File: src/rtl/stopwatch_pkg.sv
// rtl/stopwatch_pkg.sv - shared state encoding for the stopwatch control stage
// Contents: state_t (IDLE=0, RUN=1, PAUSE=2, LAP=3)
package stopwatch_pkg;

  typedef enum logic [1:0] {
    IDLE  = 2'd0,
    RUN   = 2'd1,
    PAUSE = 2'd2,
    LAP   = 2'd3
  } state_t;

endpackage

File: src/rtl/button_press_detect.sv
// rtl/button_press_detect.sv - 2-FF synchronizer plus rising-edge detect for one raw button
// Ports: clock, reset (sync, active-high), button (raw async level), press (one-cycle pulse)
module button_press_detect (
  input  logic clock,
  input  logic reset,
  input  logic button,
  output logic press
);

  logic sync1;
  logic sync2;
  logic prev;

  // All stages reset to 1 so a button held through reset looks like it was
  // already pressed; only a release followed by a new rise produces a press.
  always_ff @(posedge clock) begin
    if (reset) begin
      sync1 <= 1'b1;
      sync2 <= 1'b1;
      prev  <= 1'b1;
    end else begin
      sync1 <= button;
      sync2 <= sync1;
      prev  <= sync2;
    end
  end

  assign press = sync2 & ~prev;

endmodule

File: src/rtl/stopwatch_control.sv
// rtl/stopwatch_control.sv - run/pause/lap FSM with tick prescaler driving the digit counters
// Ports: clock, reset (sync, active-high), start_stop, lap_reset (raw buttons),
//        count (tick), clear (counter clear pulse), hold (display freeze), running, state
module stopwatch_control
  import stopwatch_pkg::*;
#(
  parameter int TICK_DIVISOR = 1_000_000
) (
  input  logic   clock,
  input  logic   reset,
  input  logic   start_stop,
  input  logic   lap_reset,
  output logic   count,
  output logic   clear,
  output logic   hold,
  output logic   running,
  output state_t state
);

  localparam int PRESC_WIDTH = $clog2(TICK_DIVISOR);
  localparam logic [PRESC_WIDTH-1:0] PRESC_MAX = PRESC_WIDTH'(TICK_DIVISOR - 1);

  logic                   ss_press;
  logic                   lr_press;
  logic [PRESC_WIDTH-1:0] presc;
  logic [PRESC_WIDTH-1:0] presc_next;
  state_t                 state_next;
  logic                   clear_next;
  logic                   count_next;
  logic                   active;

  button_press_detect u_start_stop (
    .clock  (clock),
    .reset  (reset),
    .button (start_stop),
    .press  (ss_press)
  );

  button_press_detect u_lap_reset (
    .clock  (clock),
    .reset  (reset),
    .button (lap_reset),
    .press  (lr_press)
  );

  always_ff @(posedge clock) begin
    if (reset) begin
      state   <= IDLE;
      presc   <= '0;
      count   <= 1'b0;
      clear   <= 1'b0;
      hold    <= 1'b0;
      running <= 1'b0;
    end else begin
      state   <= state_next;
      presc   <= presc_next;
      count   <= count_next;
      clear   <= clear_next;
      hold    <= (state_next == LAP);
      running <= (state_next == RUN) || (state_next == LAP);
    end
  end

  always_comb begin
    state_next = state;
    clear_next = 1'b0;
    // start_stop is tested first in every state, so a coincident lap_reset
    // press is simply dropped.
    unique case (state)
      IDLE: begin
        if (ss_press) begin
          state_next = RUN;
        end else if (lr_press) begin
          clear_next = 1'b1;
        end
      end
      RUN: begin
        if (ss_press) begin
          state_next = PAUSE;
        end else if (lr_press) begin
          state_next = LAP;
        end
      end
      LAP: begin
        if (ss_press) begin
          state_next = PAUSE;
        end else if (lr_press) begin
          state_next = RUN;
        end
      end
      PAUSE: begin
        if (ss_press) begin
          state_next = RUN;
        end else if (lr_press) begin
          state_next = IDLE;
          clear_next = 1'b1;
        end
      end
      default: state_next = IDLE;
    endcase
  end

  // Count decisions use the current state, so the terminal tick is still
  // issued on the same edge a pause takes effect.
  always_comb begin
    active     = (state == RUN) || (state == LAP);
    count_next = active && (presc == PRESC_MAX);
    presc_next = presc;
    if (state_next == IDLE) begin
      presc_next = '0;
    end else if (active) begin
      presc_next = (presc == PRESC_MAX) ? '0 : presc + PRESC_WIDTH'(1);
    end
  end

endmodule

File: config.mk
export PLATFORM = sky130hd
export DESIGN_NAME = stopwatch_control
export DESIGN_NICKNAME = d
export VERILOG_FILES = /design/src/rtl/stopwatch_pkg.sv /design/src/rtl/button_press_detect.sv /design/src/rtl/stopwatch_control.sv
export SDC_FILE = /design/constraint.sdc
export NUM_CORES = 1
export LEC_CHECK = 0
export ABC_AREA = 0
export BUFFER_PORTS_ARGS = -buffer_cell sky130_fd_sc_hd__buf_2
export CAP_MARGIN = 20
export CELL_PAD_IN_SITES_DETAIL_PLACEMENT = 1
export CELL_PAD_IN_SITES_GLOBAL_PLACEMENT = 1
export CORE_MARGIN = 3
export CORE_UTILIZATION = 25
export CTS_BUF_LIST = sky130_fd_sc_hd__clkbuf_4 sky130_fd_sc_hd__clkbuf_8
export CTS_CLUSTER_DIAMETER = 40
export DETAILED_ROUTE_END_ITERATION = 8
export GPL_TIMING_DRIVEN = 0
export PLACE_DENSITY_LB_ADDON = 0.1
export SYNTH_ARGS = -nofsm -noshare
export SYNTH_HDL_FRONTEND = slang
export SYNTH_HIERARCHICAL = 1
export SYNTH_SLANG_ARGS = --single-unit
File: constraint.sdc
create_clock -name clock -period 2.3 [get_ports clock]
set_input_delay 0.46 -clock clock [delete_from_list [all_inputs] [get_ports clock]]
set_output_delay 0.46 -clock clock [all_outputs]
set_load 0.02 [all_outputs]
==> results of run 1 <==
cell type report:
class,instances,share of cell area [%]
inverters,3,0.7276
flip-flops and latches,32,41.39
multi-input cells,104,41.39
clock buffers,6,4.931
repair buffers,9,2.910
plain buffers,3,0.9701
well taps,67,5.416
clock inverters,2,2.264
through the flow:
| step | utilization [%] | hold WS (ns) |
|---|---|---|
| 2_1_floorplan | - | 0.3854 |
| 3_3_place_gp | 29.51 | 0.3867 |
| 3_5_place_dp | 29.51 | 0.3957 |
| 4_1_cts | 31.79 | 0.3466 |
| 5_1_grt | 31.72 | 0.3568 |
| 6_report | 31.72 | 0.3558 |
cells in the final DEF (no fill, tap or decap), types with 2 or more instances in the layout:
cell type                   n
sky130_fd_sc_hd__dfxtp_1   32
sky130_fd_sc_hd__nor2_1    19
sky130_fd_sc_hd__buf_2     12
sky130_fd_sc_hd__xnor2_1   10
sky130_fd_sc_hd__nand2_1    8
sky130_fd_sc_hd__nand3_1    7
sky130_fd_sc_hd__a21oi_1    7
sky130_fd_sc_hd__nor4_1     6
sky130_fd_sc_hd__or2_1      6
sky130_fd_sc_hd__xor2_1     5
sky130_fd_sc_hd__or4_1      5
sky130_fd_sc_hd__clkbuf_8   5
sky130_fd_sc_hd__nand4_1    4
sky130_fd_sc_hd__o31ai_1    4
sky130_fd_sc_hd__inv_1      3
sky130_fd_sc_hd__nor2b_1    3
sky130_fd_sc_hd__o21ai_0    3
sky130_fd_sc_hd__or3_1      3
sky130_fd_sc_hd__and4_1     2
sky130_fd_sc_hd__nor4b_1    2
sky130_fd_sc_hd__or2_2      2
final timing paths:
kind / cells after the start / start / to
setup / recovery: 6 / presc[0] / presc[3]
hold / removal: 2 / lap_reset / u_lap_reset/sync1
setup reg to reg: 6 / presc[0] / presc[3]
hold reg to reg: 1 / u_lap_reset/sync1 / u_lap_reset/sync2
critical path, stage by stage, from the launching register on:
cell and delay, ns:
sky130_fd_sc_hd__dfxtp_1 0.39, sky130_fd_sc_hd__ha_1 0.21, sky130_fd_sc_hd__nand3_1 0.19, sky130_fd_sc_hd__nor2_1 0.28, sky130_fd_sc_hd__a41o_1 0.47, sky130_fd_sc_hd__buf_2 0.31, sky130_fd_sc_hd__nor2_1 0.07
logic make-up (layout without fill, tap and decap cells):
family	Yosys count	after routing	synth area share [%]
compound gates	16	16	7.442
flops	32	32	48.85
fa+ha+maj	1	1	0.9540
mux	1	1	0.7634
buf+inv	7	23	2.289
simple gates	71	71	29.68
xor+xnor	15	15	10.02
power groups by stage:
| stage | Combinational [uW] | Clock, uW | Sequential (uW) |
|---|---|---|---|
| floorplan | 14.3 | 0 | 576 |
| global placement | 26.5 | 0 | 574 |
| CTS | 27.7 | 556 | 562 |
| finish | 26.6 | 538 | 562 |
| global route | 30.5 | 589 | 562 |
| detailed placement | 27.7 | 0 | 575 |
registers in the layout, indices dropped and copies added, names as in the netlist:
signal,cells
u_lap_reset/sync1,1
count,1
u_start_stop/prev,1
hold,1
state,2
running,1
clear,1
u_start_stop/sync2,1
u_lap_reset/sync2,1
u_lap_reset/prev,1
u_start_stop/sync1,1
presc,20
per-layer routing:
metal | track usage [%] | vias up | wire, microns
li1 | - | 529 | -
met1 | 13.51 | 510 | 1411
met2 | 17.29 | 12 | 1342
met3 | 4.128 | 2 | 86
met4 | 3.671 | 0 | 24
met5 | 0 | - | 0
==> summary.txt, run 1 <==
Maximum capacitance violations - 0
GRT overflow - 0
Syn. warnings - 6
Filler cells - 600
Total routed wirelength - 2864 microns
Total vias in the final route - 1,053
Hold bufs inserted after CTS - 0
Floorplan core area - 4880 sq um
Largest cells by area after synthesis - sky130_fd_sc_hd__dfxtp_1 49%, sky130_fd_sc_hd__xnor2_1 6.7%, sky130_fd_sc_hd__nor2_1 5.4%, sky130_fd_sc_hd__xor2_1 3.3%, sky130_fd_sc_hd__nor4_1 2.9%
P_int - 903.2 uW
Post-Synthesis Cells - 143
Outcome - finished, final reports clean
Post-synth cell types - 29
Antenna-violating nets left - 0
CTS HTree Levels - 2
Area of the die - 6150 sq um
Number of antenna violations at the first check in global routing - 0
Average size of a mapped cell - 9.170 sq um
Dominant register cell in the synthesized netlist - sky130_fd_sc_hd__dfxtp_1
Number of synthesized flops with an enable pin - 0
Placed cell areas - 1440 sq um
Weighted congestion reported at the end of routability-driven placement - 0.7191
Placed Cells incl. Taps - 219
Synth Cell Area - 1311 sq um
DP Wirelength - 2143 microns
Area of all placed cells without fillers - 1548 sq um
TritonCTS clock tree - done
Number of synthesized register bits - 32
Fraction of final layout cells with drive strength greater than 1 - 14.47%
Syn nets - 148
RSZ-0062 raised after global routing - false
CP startpoint kind - flop
I/O pin cnt - 10
Switching power - 223.2 uW
Root buf cell - sky130_fd_sc_hd__clkbuf_8
Multi-input logic area - 640.6 sq um
Worst EP required - 2.46 ns
Number of remaining DRC errors - 0
Relative contribution of the clock network to total power - 47.7%
Relative contribution of sequential cells to total power - 49.9%
1st-pass router iterations - 2
Area growth, synth to finish - 18.03%
Post-CTS clock slew at the launch and capture registers of the worst setup and hold paths - 0.07 ns
Cts bufs inserted - 5
Average routed wire per standard cell - 12.67 microns
Height of the chip - 78.42 microns
Ranking of synthesized cells by instance count - 32 x sky130_fd_sc_hd__dfxtp_1, 19 x sky130_fd_sc_hd__nor2_1, 10 x sky130_fd_sc_hd__xnor2_1
Minimum setup slack among reg-to-reg paths - 0.26 ns
Most used standard cell by instance count after synthesis - sky130_fd_sc_hd__dfxtp_1
Share of flip-flops with an asynchronous set or reset after synthesis - 0%
Worst clock skew - 0.007695 ns
Worst slew margin relative to its limit - 71.32%
Transition time of the tightest slew-check pin - 0.4293 ns
Peak VDD IR - 0.2645 mV
Maximum number of buffers from clock root to sink - 2
Vias per inst - 4.659
Crit path capture type - flop
Area share of the largest cell type after synthesis - 48.85%
Post-Layout Cell Count - 226
Sum of negative setup slack - 0 ns
Quantity of gates resized following cts - 0
Path type of the worst setup path - flop to flop
Comb pwr share - 2.4%
Clock latency on the worst-skew pair - 0.28 ns
Highest attainable clock frequency - 0.4903 GHz
Fraction of power spent switching nets - 19.81%
Total clock sinks - 32
Final min period - 2.039 ns
Largest driver fanout on the critical path - 10
Sequential element share of the synthesized area - 48.85%
Max Transition Viols Final - 0
Final worst-path setup slack - 0.2606 ns
Total count of hold-check failures in the final report - 0
Share of the clock period used by the worst path after layout - 88.67%
Starting density of the core - 26.87%
Tightest Hold Check Type - input pin to flop
Sum of internal, switching and leakage power - 1126 uW
Number of global-route vias before repair - 1,159
LEAKAGE - 0.0004771 uW
Wire length of the first global-routing pass - 5237 microns
Post-CTS setup buffers - 0
Die width - 78.42 microns
Maximum number of pins on one net before global-route repair - 14
Cell type with the highest aggregate area in the netlist - sky130_fd_sc_hd__dfxtp_1
Count of standard-cell rows - 25
Final antenna diode count - 0
I/O Buffers - 9
Total power divided by cell area - 727.7 nW/um^2
NumNets Final - 163
Number of DRC markers in iteration 0 - 8
Endpoint arrival time on the critical path - 2.20 ns
Finish-stage setup viols - 0
Total routing usage reported by global routing - 10.89%
Area of all sequential standard cells - 640.6 sq um
Setup slack after placement - 0.09154 ns
(Power assumes the default switching activity.)
==> inputs of run 2 (changes only) <==
--- a/config.mk
+++ b/config.mk
@@ -17,6 +17,7 @@
 export DETAILED_ROUTE_END_ITERATION = 8
 export GPL_TIMING_DRIVEN = 0
 export PLACE_DENSITY_LB_ADDON = 0.1
+export REMOVE_ABC_BUFFERS = 1
 export SYNTH_ARGS = -nofsm -noshare
 export SYNTH_HDL_FRONTEND = slang
 export SYNTH_HIERARCHICAL = 1
==> summary.txt, run 2 (synthesized netlist as in run 1, its figures left out) <==
Outcome - finished, final reports clean
Sum of negative setup slack - 0 ns
Most frequent standard cell in the layout excluding fill and tap cells - sky130_fd_sc_hd__dfxtp_1
Total clock sinks - 32
Count of standard-cell rows - 25
Floorplan core area - 4880 sq um
Average routed wire per standard cell - 12.76 microns
RSZ-0062 raised after global routing - false
Total vias in the final route - 1,035
Max Transition Viols Final - 0
Endpoint of the most critical register-to-register path - presc[18]
Root buf cell - sky130_fd_sc_hd__clkbuf_8
Worst clock skew - 0.004248 ns
CP startpoint kind - flop
Largest register by flop count - presc
Peak VDD IR - 0.2288 mV
Area growth, synth to finish - 16.98%
CTS HTree Levels - 2
Antenna-violating nets left - 0
Maximum number of pins on one net before global-route repair - 20
Startpoint of the most critical register-to-register path - presc[7]
Share of the clock period used by the worst path after layout - 85.05%
Vias per inst - 4.641
Tightest Hold Check Type - input pin to flop
1st-pass router iterations - 4
Number of DRC markers in iteration 0 - 56
Minimum setup slack among reg-to-reg paths - 0.34 ns
Number of remaining DRC errors - 0
Total routing usage reported by global routing - 10.53%
I/O Buffers - 9
Placed Cells incl. Taps - 215
Total count of hold-check failures in the final report - 0
Fraction of final layout cells with drive strength greater than 1 - 13.46%
Number of global-route vias before repair - 1,063
Die width - 78.42 microns
Height of the chip - 78.42 microns
Highest attainable clock frequency - 0.5112 GHz
Final min period - 1.956 ns
Total routed wirelength - 2846 microns
Maximum capacitance violations - 0
Multi-input logic area - 641.9 sq um
Post-Layout Cell Count - 223
LEAKAGE - 0.0004625 uW
I/O pin cnt - 10
Cts bufs inserted - 5
Number of antenna violations at the first check in global routing - 0
Post-CTS setup buffers - 0
DP Wirelength - 2122 microns
Largest registers ranked by flip-flop count - presc (20), state (2)
Weighted congestion reported at the end of routability-driven placement - 0.7171
Number of cells on the worst reg-to-reg path - 4
Number of cells traversed by the worst hold path - 2
Area of the die - 6150 sq um
Worst EP required - 2.51 ns
GRT overflow - 0
Crit path capture type - flop
Start point of the worst min-delay path - lap_reset
Finish-stage setup viols - 0
Largest driver fanout on the critical path - 8
Endpoint arrival time on the critical path - 2.17 ns
Flip-flop count of the largest register, all copies and words added - 20
Total power divided by cell area - 731.6 nW/um^2
Clock latency on the worst-skew pair - 0.28 ns
Hold endpoint - u_lap_reset/sync1
Wire length of the first global-routing pass - 5078 microns
Filler cells - 603
Post-CTS clock slew at the launch and capture registers of the worst setup and hold paths - 0.07 ns
Path type of the worst setup path - flop to flop
Leading cell types in the layout, fill and taps excluded - 32 x sky130_fd_sc_hd__dfxtp_1, 19 x sky130_fd_sc_hd__nor2_1, 10 x sky130_fd_sc_hd__xnor2_1
Transition time of the tightest slew-check pin - 0.5165 ns
Final antenna diode count - 0
Area of all sequential standard cells - 640.6 sq um
Worst slew margin relative to its limit - 65.50%
Starting density of the core - 26.87%
NumNets Final - 160
Maximum number of buffers from clock root to sink - 2
TritonCTS clock tree - done
-- run 2: cell count changes in the layout (fill, tap and decap cells not counted) --
cell                         before  now
sky130_fd_sc_hd__a41o_1           1    0
sky130_fd_sc_hd__clkinvlp_4       0    1
sky130_fd_sc_hd__a41o_2           0    1
sky130_fd_sc_hd__buf_2           12    9
sky130_fd_sc_hd__clkbuf_4         1    0
-- run 2: critical path: stages, from the launching register on --
cell and delay, ns:
sky130_fd_sc_hd__dfxtp_1 0.43, sky130_fd_sc_hd__nand2_1 0.20, sky130_fd_sc_hd__or4_1 0.66, sky130_fd_sc_hd__or4_1 0.45
sky130_fd_sc_hd__a21oi_1 0.14
-- run 2: area by class of cell --
| cell class | instances | share of cell area (%) |
|---|---|---|
| flip-flops and latches | 32 | 41.76 |
| well taps | 67 | 5.465 |
| clock buffers | 5 | 4.486 |
| repair buffers | 9 | 2.936 |
| multi-input cells | 104 | 41.84 |
| inverters | 3 | 0.7341 |
| clock inverters | 3 | 2.773 |
-- run 2: per-stage QoR --
stage / area [sq um] / worst slack (ns) / hold WS [ns] / util [%] / total power (uW)
floorplan: 1292 / 0.5363 / 0.3854 / - / 589.3
finish: 1534 / 0.3439 / 0.3524 / 31.44 / 1122
detailed placement: 1421 / 0.1886 / 0.3991 / 29.13 / 600.6
CTS: 1533 / 0.1612 / 0.3427 / 31.41 / 1145
global placement: 1421 / 0.2271 / 0.3861 / 29.13 / 599.3
global route: 1534 / 0.2203 / 0.3554 / 31.44 / 1180
-- run 2: routing by layer --
layer	vias up	GRT usage (%)	routed length, microns
li1	523	-	-
met1	497	13.67	1443
met2	11	16.27	1277
met3	4	3.211	92
met4	0	4.196	33
met5	-	0	0
-- run 2: where the power goes --
group / internal [uW] / leakage, uW / switching (uW)
sequential: 560 / 0.000259 / 3.81
clock: 320 / 0.0000541 / 215
combinational: 9.46 / 0.000149 / 14.2
total: 890 / 0.000463 / 233
-- run 2: timing repair --
action / in CTS / in global routing
setup endpoints to repair: 0 / 11
gates resized for setup: 0 / 1
hold buffers: 0 / 0
-- run 2: worst max-delay path by stage --
stage | startpoint | end | slack, ns | depth (start not counted)
after global routing | presc[10] | presc[17] | 0.22 | 4
after floorplan | state[0] | presc[15] | 0.54 | 4
final | presc[7] | presc[18] | 0.34 | 4
after detailed placement | state[0] | presc[7] | 0.19 | 4
after global placement | state[0] | presc[1] | 0.23 | 4
after CTS | state[0] | presc[7] | 0.16 | 4
